<file path="src/rtl/spi_pkg.sv">
// Shared definitions for the SPI master: FSM state encoding, frame size and
// default timing constants.
package spi_pkg;

    typedef enum logic [2:0] {
        ST_IDLE,
        ST_SETUP,
        ST_LOW,
        ST_HIGH,
        ST_GAP,
        ST_HOLD,
        ST_RECOVER
    } spi_state_e;

    localparam int SPI_BYTES    = 2;
    localparam int SPI_BITS     = 8 * SPI_BYTES;
    localparam int DEF_HALF_DIV = 8;
    localparam int DEF_GAP      = 16;
    localparam int TICK_W       = 8;

endpackage

</file>
<file path="src/rtl/spi_tick_gen.sv">
// Loadable down-counter; tick is high while the count sits at zero, marking
// the last clk cycle of the current phase.
module spi_tick_gen
    import spi_pkg::*;
(
    input  logic              clk,
    input  logic              rst_n,
    input  logic              load,
    input  logic [TICK_W-1:0] load_val,
    output logic              tick
);

    logic [TICK_W-1:0] cnt_q;
    logic [TICK_W-1:0] cnt_d;

    always_comb begin
        cnt_d = cnt_q;
        if (load) begin
            cnt_d = load_val;
        end else if (cnt_q != '0) begin
            cnt_d = cnt_q - 1'b1;
        end
    end

    always_ff @(posedge clk or negedge rst_n) begin
        if (!rst_n) begin
            cnt_q <= '0;
        end else begin
            cnt_q <= cnt_d;
        end
    end

    assign tick = (cnt_q == '0);

endmodule

</file>
<file path="src/rtl/spi_master.sv">
// Two-byte SPI master (CPOL=0, CPHA=0): sends {addr, wdata}, returns the
// second received byte. Optional lpbk input under SPI_MASTER_LOOPBACK_EN.
module spi_master
    import spi_pkg::*;
#(
    parameter int HALF_DIV = DEF_HALF_DIV,
    parameter int GAP      = DEF_GAP
) (
    input  logic       clk,
    input  logic       rst_n,
    input  logic       start,
    input  logic [7:0] addr,
    input  logic [7:0] wdata,
    output logic       busy,
    output logic       done,
    output logic [7:0] rdata,
    output logic       cs,
    output logic       sck,
    output logic       mosi,
`ifdef SPI_MASTER_LOOPBACK_EN
    input  logic       lpbk,
`endif
    input  logic       miso
);

    localparam logic [TICK_W-1:0] HALF_LD  = TICK_W'(HALF_DIV - 1);
    localparam logic [TICK_W-1:0] GAP_LD   = TICK_W'(GAP - 1);
    localparam logic [4:0]        LAST_BIT = 5'(SPI_BITS);
    localparam logic [4:0]        MID_BIT  = 5'(SPI_BITS / 2);

    spi_state_e state_q, state_d;
    logic [4:0]          cnt_q, cnt_d;
    logic [SPI_BITS-1:0] tx_q, tx_d;
    logic [7:0]          rx_q, rx_d;
    logic [7:0]          rdata_q, rdata_d;
    logic                cs_q, cs_d;
    logic                sck_q, sck_d;
    logic                mosi_q, mosi_d;
    logic                busy_q, busy_d;
    logic                done_q, done_d;

    logic                tick_load;
    logic [TICK_W-1:0]   tick_val;
    logic                tick;
    logic                sample;

`ifdef SPI_MASTER_LOOPBACK_EN
    assign sample = lpbk ? mosi_q : miso;
`else
    assign sample = miso;
`endif

    spi_tick_gen u_tick (
        .clk      (clk),
        .rst_n    (rst_n),
        .load     (tick_load),
        .load_val (tick_val),
        .tick     (tick)
    );

    always_comb begin
        state_d   = state_q;
        cnt_d     = cnt_q;
        tx_d      = tx_q;
        rx_d      = rx_q;
        rdata_d   = rdata_q;
        cs_d      = cs_q;
        sck_d     = sck_q;
        mosi_d    = mosi_q;
        busy_d    = busy_q;
        done_d    = 1'b0;
        tick_load = 1'b0;
        tick_val  = HALF_LD;

        case (state_q)
            ST_IDLE: begin
                // A start coinciding with the done pulse is dropped.
                if (start && !done_q) begin
                    tx_d      = {addr, wdata};
                    cnt_d     = '0;
                    busy_d    = 1'b1;
                    cs_d      = 1'b0;
                    mosi_d    = addr[7];
                    tick_load = 1'b1;
                    state_d   = ST_SETUP;
                end
            end
            ST_SETUP, ST_LOW: begin
                if (tick) begin
                    sck_d     = 1'b1;
                    rx_d      = {rx_q[6:0], sample};
                    cnt_d     = cnt_q + 5'd1;
                    tick_load = 1'b1;
                    state_d   = ST_HIGH;
                end
            end
            ST_HIGH: begin
                if (tick) begin
                    tick_load = 1'b1;
                    if (cnt_q == LAST_BIT) begin
                        sck_d   = 1'b0;
                        mosi_d  = 1'b0;
                        state_d = ST_HOLD;
                    end else if (cnt_q == MID_BIT && GAP > 0) begin
                        tick_val = GAP_LD;
                        state_d  = ST_GAP;
                    end else begin
                        sck_d   = 1'b0;
                        tx_d    = tx_q << 1;
                        mosi_d  = tx_q[SPI_BITS-2];
                        state_d = ST_LOW;
                    end
                end
            end
            ST_GAP: begin
                // sck stays high across the byte gap; next bit is wdata[7].
                if (tick) begin
                    sck_d     = 1'b0;
                    tx_d      = tx_q << 1;
                    mosi_d    = tx_q[SPI_BITS-2];
                    tick_load = 1'b1;
                    state_d   = ST_LOW;
                end
            end
            ST_HOLD: begin
                if (tick) begin
                    cs_d      = 1'b1;
                    tick_load = 1'b1;
                    state_d   = ST_RECOVER;
                end
            end
            ST_RECOVER: begin
                if (tick) begin
                    done_d  = 1'b1;
                    busy_d  = 1'b0;
                    rdata_d = rx_q;
                    state_d = ST_IDLE;
                end
            end
            default: begin
                state_d = ST_IDLE;
            end
        endcase
    end

    always_ff @(posedge clk or negedge rst_n) begin
        if (!rst_n) begin
            state_q <= ST_IDLE;
            cnt_q   <= '0;
            tx_q    <= '0;
            rx_q    <= '0;
            rdata_q <= '0;
            cs_q    <= 1'b1;
            sck_q   <= 1'b0;
            mosi_q  <= 1'b0;
            busy_q  <= 1'b0;
            done_q  <= 1'b0;
        end else begin
            state_q <= state_d;
            cnt_q   <= cnt_d;
            tx_q    <= tx_d;
            rx_q    <= rx_d;
            rdata_q <= rdata_d;
            cs_q    <= cs_d;
            sck_q   <= sck_d;
            mosi_q  <= mosi_d;
            busy_q  <= busy_d;
            done_q  <= done_d;
        end
    end

    assign busy  = busy_q;
    assign done  = done_q;
    assign rdata = rdata_q;
    assign cs    = cs_q;
    assign sck   = sck_q;
    assign mosi  = mosi_q;

endmodule

</file>
<file path="config.mk">
export PLATFORM = sky130hd
export DESIGN_NAME = spi_master
export DESIGN_NICKNAME = d
export VERILOG_FILES = /design/src/rtl/spi_pkg.sv /design/src/rtl/spi_tick_gen.sv /design/src/rtl/spi_master.sv
export SDC_FILE = /design/constraint.sdc
export NUM_CORES = 1
export LEC_CHECK = 0
export ABC_CLOCK_PERIOD_IN_PS = 3000
export CAP_MARGIN = 0
export CORE_MARGIN = 2
export CORE_UTILIZATION = 55
export DETAILED_ROUTE_END_ITERATION = 10
export GPL_TIMING_DRIVEN = 0
export PLACE_DENSITY = 0.8
export SYNTH_ARGS = -nofsm -noshare
export SYNTH_HDL_FRONTEND = slang
export SYNTH_SLANG_ARGS = --single-unit
</file>
<file path="constraint.sdc">
create_clock -name clk -period 3 [get_ports clk]
set_input_delay 0.45 -clock clk [delete_from_list [all_inputs] [get_ports clk]]
set_output_delay 0.45 -clock clk [all_outputs]
set_load 0.05 [all_outputs]
</file>
* After elaboration in Yosys (flattened, before gate mapping)
Index checks and enable logic that the tools add are counted.
** Cells by class
- Order comparisons :: 0
- Eq/ne operators :: 17
- Reductions and logical operators :: 22
- Divide/modulo/power cells :: 0
- Shift-type cells :: 0
- Add/subtract/negate cells :: 2
- Mux-type cells :: 44
- Bitwise gates (word level) :: 0
- $mul :: 0
** Operators by type and width (number)
- 15-bit two-way mux :: 5
- 15-bit case mux with 3 select lines :: 1
- 3-bit two-way mux :: 8
- 3-bit case mux with 6 select lines :: 1
- 4-bit two-way mux :: 4
- 8-bit two-way mux :: 2
- 2-bit != test (second input constant) :: 8
- 1-bit two-way mux :: 15
- 6-bit AND reduction :: 2
- 5-bit two-way mux :: 2
- 5-bit case mux with 2 select lines :: 1
- 5-bit AND reduction :: 2
- 3-bit == test (second input constant) :: 3
- 3-bit AND reduction :: 3
- 8-bit zero test :: 1
- 2-bit nonzero test :: 4
- 8-bit nonzero test :: 1
- 8-bit by 1-bit subtractor with 8-bit output (second input constant) :: 1
- 3-bit by 2-bit == test with 1-bit output (second input constant) :: 2
- 1-bit case mux with 2 select lines :: 3
- 1-bit case mux with 3 select lines :: 2
- 3-bit nonzero test :: 2
- 5-bit by 1-bit adder with 5-bit output (second input constant) :: 1
- 5-bit by 4-bit == test with 1-bit output (second input constant) :: 1
- 9 further kinds :: 10
** Word-level totals
- Bits in latches :: 0
- Memory bits (writable) :: 0
- Register bits after elaboration :: 52
- Input port bits :: 20
- Memory bits (read-only) :: 0
- Memories kept :: 0
- Output and inout bits :: 13
- Word-level logic and storage cells :: 96

* Depth between registers and ports, before layout
Gate-level depths: netlist of run 1.
- Depth in word-level cells :: 6
- Gate-level depth with buffers :: 9

* Hierarchy
From an unflattened synthesis of run 1, not the netlist that was laid out.
** Second synthesis, totals
- Cell total of the unflattened synthesis :: 239
- Area total of the unflattened synthesis :: 2687.6 µm²
** By module, submodules not included
- spi_master :: area an instance 2199.6 µm², instances 1, cells each 185, sequential area each 1102.3 µm²
- spi_tick_gen :: area an instance 488.0 µm², instances 1, cells each 54, sequential area each 200.2 µm²

* Least setup slack after synthesis of run 1
Ideal clock, no wire load.
- Path type :: flip-flop to flip-flop
- From :: register u_tick.cnt_q[0]
- To :: register rdata_q[0] (netlist: rdata[0])
- Stages on the path, launching flop included :: 9
- Library setup time :: 0.125 ns
- Period minus slack after synthesis :: 2.349 ns
- Arrival time :: 2.225 ns
- Slack :: 0.651 ns
- Cell sequence :: dfrtp_1 inv_1 ha_1 or4b_1 buf_2 or2_1 buf_6 nor3_4 mux2_2
** Between the ends
- Word-level cells in the longest chain between the ends :: 2
** Ends and longest elaborated chain
- start, declared :: line spi_tick_gen.sv:13 : logic [TICK_W-1:0] cnt_q;
- start signal, assigned :: line spi_tick_gen.sv:29 : cnt_q <= cnt_d;
- 8-bit zero test :: line spi_tick_gen.sv:33 : assign tick = (cnt_q == '0);
- 2-bit AND reduction (no source line)
- end signal, assigned :: line spi_master.sv:163 : rdata_q <= rdata_d;
- end, declared :: line spi_master.sv:35 : logic [7:0] rdata_q, rdata_d;
No other way between the ends.
A chain may end at the register's enable or synchronous reset.

* Worst setup path after layout of run 1
- From :: register state_q[0]
- To :: register tx_q[7]
** Between the ends
- Word-level cells in the longest chain between the ends :: 3
** Ends and longest elaborated chain
- start, declared :: line spi_master.sv:31 : spi_state_e state_q, state_d;
- start signal, assigned :: line spi_master.sv:159 : state_q <= state_d;
- 3-bit by 2-bit == test with 1-bit output (tied with other cells) :: line spi_master.sv:75 : case (state_q)
- 2-bit != test (no source line) or 3-bit nonzero test (tied branches)
- 6-bit AND reduction (no source line)
- end signal, assigned :: line spi_master.sv:161 : tx_q <= tx_d;
- end, declared :: line spi_master.sv:33 : logic [SPI_BITS-1:0] tx_q, tx_d;
Several ways; a longest one is shown, not always the timed one.

==> results of run 1 <==
[worst max-delay path: cells and delay by family, from the launching register on]
kind	cells	cell delay, ns
buffers and inverters	2	0.51
AOI/OAI and AO/OA	2	0.36
DFF	1	0.38
and+or+nand+nor	3	1.28
[final cells by class]
cell class	instances	area, um2	area share, %
Buffer	15	68.8	2.27
Timing Repair Buffer	33	335	11.1
Clock buffer	5	68.8	2.27
Inverter	6	22.5	0.744
Sequential cell	52	1300	43.0
Clock inverter	3	26.3	0.868
Tap cell	52	65.1	2.15
Multi-Input combinational cell	167	1140	37.6
[metal layers]
| layer | wire length [um] | part of all wire, % |
|---|---|---|
| met1 | 2270 | 48 |
| met5 | 0 | 0 |
| met2 | 2290 | 48 |
| met3 | 158 | 3.3 |
| met4 | 51 | 1.1 |
[flip-flops by register name (all words and copies together) (netlist names)]
signal and flops:
busy 1, cnt_q 5, cs 1, done 1, mosi 1, rdata 8, rx_q 8, sck 1
state_q 3, tx_q 15, u_tick.cnt_q 8
[power by group]
part	leakage (nW)	switching, W	internal, W
combinational	0.647	0.000548	0.000411
clock	0.0491	0.000250	0.000172
sequential	0.672	0.000174	0.000932
[synthesized netlist by cell type (2+ instances only)]
library cell,instances
nand2_1,27
o21ai_0,30
or4_1,3
nand3_1,2
dfrtp_1,51
o21a_1,2
nor2_1,15
inv_1,6
a21oi_1,7
and3b_1,2
mux2_2,17
nor3_1,3
a211oi_1,4
nand4_1,3
ha_1,4
nor2b_1,2
o211ai_1,2
o31ai_1,2
xnor2_1,3
buf_2,4
or3_1,2
clkbuf_1,10
mux2i_1,15
xor2_1,3
nand2b_1,4
[how the worst max path moves through the flow]
stage | startpoint | to | slack [ns] | cells past startpoint
6_report | state_q[0]$_DFFE_PN0P_ | tx_q[7]$_DFFE_PN0P_ | 0.35 | 7
5_1_grt | state_q[0]$_DFFE_PN0P_ | tx_q[7]$_DFFE_PN0P_ | 0.03 | 7
4_1_cts | state_q[0]$_DFFE_PN0P_ | tx_q[7]$_DFFE_PN0P_ | 0.32 | 7
3_5_place_dp | start | tx_q[7]$_DFFE_PN0P_ | 0.21 | 7
3_3_place_gp | rst_n | rdata[3]$_DFFE_PN0P_ | -0.07 | 1
2_1_floorplan | u_tick.cnt_q[0]$_DFFE_PN0P_ | rdata[0]$_DFFE_PN0P_ | 0.65 | 8
[metrics by stage]
stage | power, W | TNS, ns | setup slack (ns) | utilization [%]
6_report | 0.00249 | 0 | 0.346 | 69.0
5_1_grt | 0.00267 | 0 | 0.0287 | 69.0
4_1_cts | 0.00250 | 0 | 0.315 | 69.0
3_5_place_dp | 0.00208 | 0 | 0.207 | 66.9
3_3_place_gp | 0.00202 | -3.36 | -0.0691 | 66.5
2_1_floorplan | 0.00180 | 0 | 0.651 | -
[cell families (layout without fill, tap and decap cells)]
group / count (synthesis) / count (layout) / share of synthesized area [%]
adders and majority gates: 4 / 4 / 1.98
xor gates and xnor gates: 6 / 6 / 2.08
buffers and inverters: 21 / 62 / 3.61
muxes: 32 / 32 / 13.5
and+or+nand+nor: 74 / 74 / 16.0
AOI/OAI and AO/OA: 51 / 51 / 11.4
DFF: 52 / 52 / 51.5
==> reports/summary.txt, run 1 <==
Largest stage delay, worst path = 0.80 ns
CP max FO = 10
Grt ovf = 0
Worst-Skew Late Latency = 0.31 ns
Die Y = 71.8 um
Io pins = 33
Post-synth top flop = dfrtp_1
Layout cells sized above 1 = 13.5%
Crit-path cells = clkbuf_1, or2_2, nor3_1, o22ai_1, clkbuf_1, nand2_1, o21ai_0
Yosys top cell by area = dfrtp_1
R2R setup slack = 0.35 ns
Met1 Usage GRT = 28.6%
Maximum Capacitance Violations = 0
Fin Hold WS = 0.0660 ns
Clk pin slew, worst setup/hold paths = 0.10 ns
Syn. warnings = 0
GR Layer Usage met2 = 33.7%
Most used cell, CP = clkbuf_1
Die W = 71.8 um
CTS Buf Count = 5
Critical path class = reg -> reg
Slew margin rel. = 30.0%
DR pass1 iterations = 4
# DRC = 0
Syn Nets = 264
RD Place Congestion = 0.785
Largest net degree at the start of global routing = 35
First-pass GRT wire length = 8460 um
CTS tree = yes
Full die area = 0.00516 mm2
Setup violators final = 0
Status = finished, final reports clean
Clock sinks = 52
Worst Setup Start Kind = flop
Number of synthesized flops with an enable pin = 0
DP Area = 0.00293 mm2
Slew Viols, Final = 0
Clock Tree Buf Depth = 2
Power Density = 822 mW/mm2
R2r endpoint = tx_q[7]$_DFFE_PN0P_
Core area = 0.00438 mm2
Initial antenna violation count = 0
Most frequent cells in the layout = dfrtp_1, clkdlybuf4s50_1, o21ai_0
Clock skew = 0.0101 ns
Netlist cell types = 42
Starting Density = 57.7%
Postcts setup bufs = 0
Yosys top cell area share = 50.4%
Mapped Cells = 240
Nets = 304
Fin area = 0.00303 mm2
# fillers = 339
Diodes inserted = 0
Worst Path Required = 3.18 ns
Busiest layer in global routing = met2
Async set or reset register ratio after synthesis = 100%
Area Growth Syn to Fin = 19.6%
Vias = 1860
Mapped cell area = 0.00253 mm2
Max Freq = 0.377 GHz
CP arrival = 2.83 ns
Routed Antenna Nets = 0
Vias in the first global route = 1847
Worst r2r src = state_q[0]$_DFFE_PN0P_
H-Tree Level Count = 2
FP Rows = 24
Slew @ Worst Pin = 1.04 ns
Most area-consuming cells after synthesis = dfrtp_1, mux2_2, mux2i_1
Tmin final = 2.65 ns
RSZ-0062 raised after global routing = no
Leak = 1.37 nW
HPWL after DPL = 3510 um
Worst IR drop on VDD = 0.476 mV
Mean post-synth cell area = 10.5 um2
Overall global routing resource usage = 20.7%
Root Buffer = clkbuf_8
R2r worst-path depth = 7
Slowest CP cell = nor3_1
1st-iter DRT viols = 111
Worst Setup End Kind = flop
CTS Hold Buffers Added = 0
#FFs+latches synth = 52
Crit share post-route = 88.5%
Fin cells = 333
# resized after CTS = 0
Avg WL per Cell = 14.3 um
DR vias/cell = 5.59
Commonest non-fill, non-tap cell in the layout = dfrtp_1
Buffers on Ports = 32
Routed wire length = 4780 um
Hold Crit Class = in -> async
Dpl cells = 325
Register area share after synthesis = 51.5%
Met3 Usage GRT = 3.94%
Final hold viol count = 0
(Power assumes the default switching activity.)
==> inputs of run 2 (changes only) <==
--- a/config.mk
+++ b/config.mk
@@ -5,13 +5,14 @@
 export SDC_FILE = /design/constraint.sdc
 export NUM_CORES = 1
 export LEC_CHECK = 0
+export ABC_AREA = 1
 export ABC_CLOCK_PERIOD_IN_PS = 3000
 export CAP_MARGIN = 0
 export CORE_MARGIN = 2
 export CORE_UTILIZATION = 55
 export DETAILED_ROUTE_END_ITERATION = 10
 export GPL_TIMING_DRIVEN = 0
-export PLACE_DENSITY = 0.8
+export PLACE_DENSITY = 0.79
 export SYNTH_ARGS = -nofsm -noshare
 export SYNTH_HDL_FRONTEND = slang
 export SYNTH_SLANG_ARGS = --single-unit
==> reports/summary.txt, run 2 <==
Psw = 0.00133 W (+37%)
Routed Antenna Nets = 0 (unchanged)
Worst Setup Start Kind = flop
P_int = 0.00172 W (+14%)
Crit-path cells = clkdlybuf4s50_1
Full die area = 0.00568 mm2 (+10%)
Mapped cell area = 0.00280 mm2 (+11%)
Final hold viol count = 0 (unchanged)
Tmin final = 2.09 ns (-0.565 ns)
Clk pin slew, worst setup/hold paths = 0.09 ns (about the same)
Diodes inserted = 0 (unchanged)
Sw Ratio = 43.6% (+4.5 points)
Grt ovf = 0 (unchanged)
Number of synthesized flops with an enable pin = 0 (unchanged)
Bufs and invs on worst path = 1 (-1)
CP max FO = 2 (-8)
H-Tree Level Count = 2 (unchanged)
Mapped Cells = 352 (+47%)
Worst Path Required = 2.55 ns (-0.63 ns)
Commonest non-fill, non-tap cell in the layout = nand2_1
# DRC = 0 (unchanged)
Nets = 416 (+37%)
Vias = 2290 (+23%)
Clock skew = 0.00674 ns (-0.00335 ns)
Clock Tree Buf Depth = 2 (unchanged)
# resized after CTS = 0 (unchanged)
Initial antenna violation count = 0 (unchanged)
Netlist cell types = 32 (-24%)
Power Total = 0.00306 W (+23%)
1st-iter DRT viols = 92 (-17%)
RD Place Congestion = 0.863 (+9.9%)
Slew @ Worst Pin = 0.500 ns (-0.541 ns)
Yosys top cell area share = 45.6% (-4.9 points)
Critical path class = reg -> out
Leak = 1.65 nW (+21%)
Biggest register = tx_q
Syn. warnings = 0 (unchanged)
Avg WL per Cell = 11.8 um (-18%)
Slew Viols, Final = 0 (unchanged)
Io pins = 33 (unchanged)
Postcts setup bufs = 0 (unchanged)
Final core utilization = 69.2% (+0.13 points)
Part of the power in registers = 35.3% (-9.2 points)
CTS Buf Count = 5 (unchanged)
Mean post-synth cell area = 7.96 um2 (-25%)
Critical path's top delay family = buffers and inverters
Post-synth top flop = dfrtp_1
Core area = 0.00482 mm2 (+9.9%)
Layout cells sized above 1 = 12.5% (-1.1 points)
Worst Setup End Kind = output port
FP Rows = 25 (+4.2%)
Number of flip-flops under the largest register name = 15 (unchanged)
Slew margin rel. = 66.5% (+37 points)
#FFs+latches synth = 52 (unchanged)
CTS Hold Buffers Added = 0 (unchanged)
Vias in the first global route = 2157 (+17%)
Die Y = 75.4 um (+4.9%)
RSZ-0062 raised after global routing = no
DR pass1 iterations = 4 (unchanged)
# fillers = 432 (+27%)
Root Buffer = clkbuf_8
Routed wire length = 5440 um (+14%)
Syn Nets = 376 (+42%)
Most common cell in the netlist = nand2_1
DR vias/cell = 4.98 (-11%)
Clock sinks = 52 (unchanged)
Register area share after synthesis = 46.5% (-5.0 points)
Largest stage delay, worst path = 0.79 ns (about the same)
Crit share post-route = 69.6% (-19 points)
Starting Density = 58.2% (+0.42 points)
Max Freq = 0.479 GHz (+27%)
First-pass GRT wire length = 9320 um (+10%)
Largest net degree at the start of global routing = 41 (+17%)
Die W = 75.4 um (+4.9%)
Worst IR drop on VDD = 0.573 mV (+20%)
Yosys top cell by area = dfrtp_1
Overall global routing resource usage = 21.4% (+0.73 points)
Slowest CP cell = clkdlybuf4s50_1
Clock network power share = 15.9% (-1.1 points)
HPWL after DPL = 3990 um (+14%)
Worst-Skew Late Latency = 0.31 ns (about the same)
Hold Crit Class = in -> async
Setup violators final = 0 (unchanged)
CTS tree = yes
CP arrival = 1.64 ns (-1.19 ns)
Buffers on Ports = 32 (unchanged)
Post-synth top cells = nand2_1, dfrtp_1, inv_1
Status = finished, final reports clean
Area Growth Syn to Fin = 18.9%
Most frequent cells in the layout = nand2_1, dfrtp_1, inv_1, clkdlybuf4s50_1, nand3_1
Power Density = 918 mW/mm2 (+12%)
Maximum Capacitance Violations = 0 (unchanged)
Most area-consuming cells after synthesis = dfrtp_1, nand2_1, nand3_1
Comb pwr share = 48.8% (+10 points)
Async set or reset register ratio after synthesis = 100% (unchanged)
[run 2: cell count changes after synthesis, moves of 10 or more]
cell      change
o21ai_0      -14
nand2_1     +110
o21ai_1      +10
inv_1        +25
mux2_2       -17
mux2i_1      -15
clkbuf_1     -10
nand3_1      +24
nand2_2      +13
[run 2: worst paths after layout]
path,end,slack (ns),cells past startpoint,from
worst max-delay path,cs,0.91,1,cs$_DFFE_PN1P_
worst min-delay path,u_tick.cnt_q[7]$_DFFE_PN0P_,0.02,1,rst_n
worst max register to register,tx_q[8]$_DFFE_PN0P_,1.16,10,cnt_q[0]$_DFFE_PN0P_
worst min register to register,cs$_DFFE_PN1P_,0.48,2,cs$_DFFE_PN1P_
max in group asynchronous,cnt_q[4]$_DFFE_PN0P_,2.47,2,rst_n
min in group clk,cs$_DFFE_PN1P_,0.48,2,cs$_DFFE_PN1P_
[run 2: through the flow]
stage | std cells | worst slack (ns) | cell area, um2 | hold slack, ns | TNS (ns)
floorplan | 352 | 1.36 | 2800 | 0.154 | 0
global placement | 451 | -0.0439 | 3210 | 0.455 | -2.07
detailed placement | 452 | 1.08 | 3220 | 0.364 | 0
CTS | 460 | 0.898 | 3330 | 0.0276 | 0
global route | 460 | 0.861 | 3330 | 0.0263 | 0
finish | 460 | 0.911 | 3330 | 0.0217 | 0
[run 2: cells by family after synthesis]
family | after synthesis | synth area share, %
simple gates | 215 | 36.2
flops | 52 | 46.5
xor+xnor | 7 | 2.19
fa+ha+maj | 4 | 1.79
compound gates | 33 | 6.48
buf+inv | 41 | 6.88
[run 2: power by group through the flow]
stage | sequential (W) | combinational (W) | clock, W
floorplan | 0.00110 | 0.00116 | 0
global placement | 0.00108 | 0.00146 | 0
detailed placement | 0.00109 | 0.00150 | 0
CTS | 0.00108 | 0.00151 | 0.000494
global route | 0.00111 | 0.00170 | 0.000517
finish | 0.00108 | 0.00149 | 0.000485
[run 2: final cells by class]
cell class	count	area [um2]	share of cell area (%)
inverters	33	124	3.72
well taps	67	83.8	2.52
flip-flops and latches	52	1300	39.1
multi-input cells	259	1310	39.2
clock inverters	2	38.8	1.16
plain buffers	8	68.8	2.07
repair buffers	33	335	10.1
clock buffers	6	72.6	2.18
[run 2: routing by layer]
metal	vias up	GRT usage (%)	routed length (um)
met4	0	8.19	91
met2	37	35.7	2690
met1	1065	27.5	2470
met5	-	0	0
li1	1179	-	-
met3	9	4.50	183
